<file path="src/rtl/image_cache_unloader.sv">
// Streams the whole 2D image cache out in raster order over a ready/wanted word stream.
// Reads have one-cycle latency; returned words land in a 2-entry skid FIFO so stalls lose nothing.
module image_cache_unloader #(
  parameter int unsigned WORD_SIZE = 32,
  parameter int unsigned ROW_WIDTH = 64,
  parameter int unsigned COL_WIDTH = 48,
  parameter int unsigned X_BITS    = 6,
  parameter int unsigned Y_BITS    = 6
) (
  input  logic                 clk,
  input  logic                 reset,
  input  logic                 start,
  output logic                 busy,
  output logic                 done,
  output logic                 re,
  output logic [X_BITS-1:0]    raddrX,
  output logic [Y_BITS-1:0]    raddrY,
  input  logic [WORD_SIZE-1:0] rdata,
  output logic [WORD_SIZE-1:0] data,
  output logic                 data_ready,
  input  logic                 data_wanted
);

  localparam int unsigned CNT_BITS = 2;
  localparam int unsigned OCC_BITS = 3;

  typedef enum logic [1:0] {IDLE, RUN, DRAIN} state_t;

  state_t                state, state_nx;
  logic [CNT_BITS-1:0]   fifo_cnt, fifo_cnt_nx;
  logic                  inflight;
  logic [WORD_SIZE-1:0]  skid, skid_nx, data_nx;
  logic [X_BITS-1:0]     x_nx;
  logic [Y_BITS-1:0]     y_nx;
  logic [OCC_BITS-1:0]   occ;
  logic                  pop, push, last_x, last_addr, done_nx, busy_nx;

  assign pop       = data_ready & data_wanted;
  assign push      = inflight;
  assign last_x    = (raddrX == X_BITS'(ROW_WIDTH - 1));
  assign last_addr = last_x && (raddrY == Y_BITS'(COL_WIDTH - 1));

  // Occupancy after this cycle's pop, counting the read still in flight.
  assign occ = OCC_BITS'(fifo_cnt) + OCC_BITS'(inflight) - OCC_BITS'(pop);
  assign re  = (state == RUN) && (occ < OCC_BITS'(2));

  always_comb begin
    state_nx    = state;
    x_nx        = raddrX;
    y_nx        = raddrY;
    fifo_cnt_nx = fifo_cnt;
    data_nx     = data;
    skid_nx     = skid;

    case (state)
      IDLE: begin
        if (start) begin
          state_nx = RUN;
          x_nx     = '0;
          y_nx     = '0;
        end
      end
      RUN: begin
        if (re) begin
          if (last_addr) state_nx = DRAIN;
          if (last_x) begin
            x_nx = '0;
            y_nx = last_addr ? '0 : raddrY + Y_BITS'(1);
          end else begin
            x_nx = raddrX + X_BITS'(1);
          end
        end
      end
      DRAIN: begin
        if (fifo_cnt == '0 && !inflight) state_nx = IDLE;
      end
      default: state_nx = IDLE;
    endcase

    // Head register plus one skid slot; the head always holds the oldest word.
    case ({push, pop})
      2'b10: begin
        if (fifo_cnt == '0) data_nx = rdata;
        else                skid_nx = rdata;
        fifo_cnt_nx = fifo_cnt + CNT_BITS'(1);
      end
      2'b01: begin
        if (fifo_cnt == CNT_BITS'(2)) data_nx = skid;
        fifo_cnt_nx = fifo_cnt - CNT_BITS'(1);
      end
      2'b11: begin
        if (fifo_cnt == CNT_BITS'(2)) begin
          data_nx = skid;
          skid_nx = rdata;
        end else begin
          data_nx = rdata;
        end
      end
      default: ;
    endcase

    // done fires as the pipeline empties in DRAIN; busy falls together with it.
    done_nx = (state_nx == DRAIN) && (fifo_cnt_nx == '0) && !re;
    busy_nx = (state_nx != IDLE) && !done_nx;
  end

  always_ff @(posedge clk or posedge reset) begin
    if (reset) begin
      state      <= IDLE;
      raddrX     <= '0;
      raddrY     <= '0;
      fifo_cnt   <= '0;
      inflight   <= 1'b0;
      data       <= '0;
      skid       <= '0;
      data_ready <= 1'b0;
      done       <= 1'b0;
      busy       <= 1'b0;
    end else begin
      overflow_chk: assert (!(push && !pop && fifo_cnt == CNT_BITS'(2)));
      state      <= state_nx;
      raddrX     <= x_nx;
      raddrY     <= y_nx;
      fifo_cnt   <= fifo_cnt_nx;
      inflight   <= re;
      data       <= data_nx;
      skid       <= skid_nx;
      data_ready <= (fifo_cnt_nx != '0);
      done       <= done_nx;
      busy       <= busy_nx;
    end
  end

endmodule

</file>
<file path="config.mk">
export PLATFORM = sky130hd
export DESIGN_NAME = image_cache_unloader
export DESIGN_NICKNAME = d
export VERILOG_FILES = /design/src/rtl/image_cache_unloader.sv
export SDC_FILE = /design/constraint.sdc
export NUM_CORES = 1
export LEC_CHECK = 0
export CORE_AREA = 2 2 118 120
export DETAILED_ROUTE_END_ITERATION = 8
export DIE_AREA = 0 0 120 122
export PLACE_DENSITY = 0.59
export SETUP_SLACK_MARGIN = 0.02
export SLEW_MARGIN = 20
export SYNTH_ARGS = -nofsm -noshare
export SYNTH_HDL_FRONTEND = slang
export SYNTH_SLANG_ARGS = --single-unit
</file>
<file path="constraint.sdc">
create_clock -name clk -period 7.6 [get_ports clk]
set_input_delay 2.28 -clock clk [delete_from_list [all_inputs] [get_ports clk]]
set_output_delay 2.28 -clock clk [all_outputs]
set_load 0.01 [all_outputs]
</file>
==> summary.txt <==
Outcome
  • Status: completed

CTS
  • Skew-Pair Late Insertion Delay: approximately 0.34 ns
  • CTS H-tree depth: 3
  • Post-CTS Setup Inserts: 0
  • Cts hold-fix bufs: 0
  • CTS max path bufs: 2
  • Cts bufs inserted: 9
  • CTS root buf: clkbuf_16
  • Clk sink count: 84
  • CTS resizes: 0
  • Worst-path clk slew: roughly 0.06 ns
  • TritonCTS clock tree: built

Setup path
  • Critical path required time: roughly 5.3 ns
  • Worst R2R Setup Slack: 4.66 ns
  • Arrival time at the worst endpoint: between 4 and 5 ns
  • Crit-path cells: clkdlybuf4s50_1, and2_1, ha_1, inv_1, ha_1, inv_1, fa_1, xnor2_2, nand3_1, inv_1, clkdlybuf4s50_1
  • CP Class: in -> out
  • Crit. End Element: output pin
  • Crit-path most repeated cell: inv_1
  • Worst-path fanout max: 6
  • CP delay by family, top: buffers and inverters
  • Max incr delay on CP: about 0.54 ns
  • Slowest cell on crit path: clkdlybuf4s50_1
  • Worst Path Buf+Inv: 5
  • CP startpoint kind: input pin

Finish
  • N_diodes: 0
  • Final cell count without fillers: between 500 and 600
  • Multi-input gate area: 0.001679 mm²
  • Layout cells sized above 1: approximately a quarter
  • Layout area overhead: 33.05%
  • Util after Layout: 38.68%
  • Finished Cell Area: approximately 0.0052 mm²
  • Commonest non-fill, non-tap cells in the layout: dfrtp_1, clkdlybuf4s50_1, mux2_2, a22o_1, nor2_1
  • Register Area: approximately 0.0021 mm²
  • Filler Cell Count: ~1300
  • Most common cell after layout, fill and taps aside: dfrtp_1
  • Layout net count: ~420

Global routing
  • Initial antenna violation count: 0
  • Number of global-route vias before repair: around 2800
  • Largest net degree at the start of global routing: 85
  • First-pass GRT wire length: approximately 14000 µm
  • Total grt overflow: 0
  • Total GRT Usage: between 10% and 20%

Timing
  • Fin. Hold Viols: 0
  • Tmin final: about 7 ns
  • Period utilization: 94.67%
  • Slew Viols, Final: 0
  • Relative slew slack: 31.47%
  • Slew @ Worst Pin: around 1.0 ns
  • RSZ-0062 raised after global routing: false
  • Max Fclk: about 0.14 GHz
  • Setup TNS: 0 ns
  • Final Hold Slack: about 0.49 ns
  • Final setup margin: slightly above 0.4 ns
  • Worst Clk Skew: around 0.0075 ns
  • Setup-failing EPs final: 0

Synthesis
  • Fraction of registers with async set/reset: 100.0%
  • Syn Std Cell Area: between 0.003 and 0.004 mm²
  • Synth top area cells: dfrtp_1, mux2_2, a22o_1, ha_1, buf_6
  • Yosys reg bits: 84
  • Syn avg cell area: between 10 and 15 µm²
  • Cells after Synth: ~290
  • Number of flops mapped to enable cells by yosys: 0
  • Cell variety after synth: slightly above 40
  • Post-Syn Nets: 337
  • Register area share after synthesis: between 50% and 60%
  • Post-synth top area share: 53.54%
  • Leading area contributor after synthesis: dfrtp_1
  • Total of warnings raised by yosys: 0
  • Main synth FF type: dfrtp_1

Routing
  • Total Wirelength: roughly 8300 µm
  • ANT nets after route: 0
  • DR iter-0 viols: around 100
  • Router iterations before antenna repair: 4
  • Vias: 2659
  • Routed vias/inst: between 4 and 5
  • DRC: 0
  • Routed wire per std cell: about 15 µm

Power
  • Max VDD drop: ~0.0002 V
  • Static Leak: around 2.1 nW
  • Pwr Total: between 2 and 2.5 mW
  • PD cells: approximately 420 mW/mm²

Placement
  • Placed insts: between 500 and 600
  • Post-DP Area: 0.004933 mm²
  • GP Congestion: 0.7512
  • HPWL Detailed: 5553 µm
  • DP Worst Slack: 0.4089 ns
  • PortBufs: 83

Run
  • Max Cap Violations: 0

Floorplan
  • I/O Pins: between 80 and 90
  • Chip height: ~120 µm
  • Die Wd: 120 µm
  • Core area: approximately 0.014 mm²
  • Die ar.: roughly 0.015 mm²
  • Row cnt: 43
  • Starting Density: 29.07%

Worst hold path
  • Min-delay worst type: reg -> reg
-- Yosys cell counts, types with 2 or more instances --
library cell / number
nand2b_1: 2
a41oi_1: 2
nor2_2: 2
a22o_1: 36
ha_1: 8
nand3_1: 5
o31ai_1: 5
nor2_1: 13
inv_1: 12
o21ai_0: 6
nand2_1: 5
mux2_1: 2
buf_2: 3
buf_4: 3
and2_1: 2
mux2_2: 64
a32o_1: 3
a31o_2: 2
buf_6: 7
or2_2: 3
and3_1: 2
dfrtp_1: 84
a211o_1: 3
-- path summary, 6_finish.rpt --
path,from,end,depth (start not counted)
min in group asynchronous,reset,data[10],3
setup reg to reg,data_ready,raddrX[0],10
hold / removal,skid[17],skid[17],1
hold reg to reg,skid[17],skid[17],1
max in group asynchronous,reset,data[26],3
setup / recovery,data_wanted,re,11
-- cells by family after synthesis --
family	synth area share, %
flip-flops	53.54
multiplexers	19.28
AO/OA/AOI/OAI	13.86
AND/OR/NAND/NOR	5.386
buffers and inverters	4.238
adder cells (fa/ha/maj)	3.059
XOR/XNOR	0.6375
-- worst register-to-register path: cells and delay by family (launching register included) --
family          cells  cell delay (ns)
simple gates        2             0.71
mux                 1             0.25
fa+ha+maj           3             0.83
buf+inv             2             0.12
flops               1             0.37
compound gates      1             0.31
xor+xnor            1             0.30
-- cell type report --
type,count,share of cell area (%)
clock inverters,4,0.9581
well taps,180,4.311
repair buffers,87,16.93
clock buffers,12,4.527
multi-input cells,182,32.14
flip-flops and latches,84,40.24
inverters,12,0.8862
-- flip-flops by register name, summed over array words and instances, names as in the netlist --
signal      count
busy            1
data           32
data_ready      1
done            1
fifo_cnt        2
inflight        1
raddrX          6
raddrY          6
skid           32
state           2
-- report_power, final --
group,switching (mW),internal [mW]
clock,0.171,0.254
sequential,0.116,0.653
combinational,0.437,0.585
-- per-layer routing --
layer	part of all wire, %	vias up	wire (µm)	GRT usage [%]
met5	0	-	0	0
met4	1.8	0	150	5.294
met3	4.3	10	358	2.809
met2	47	64	3870	19.74
met1	47	1339	3920	15.83
li1	-	1246	-	-
No activity file was read; power rests on OpenSTA's default activity.
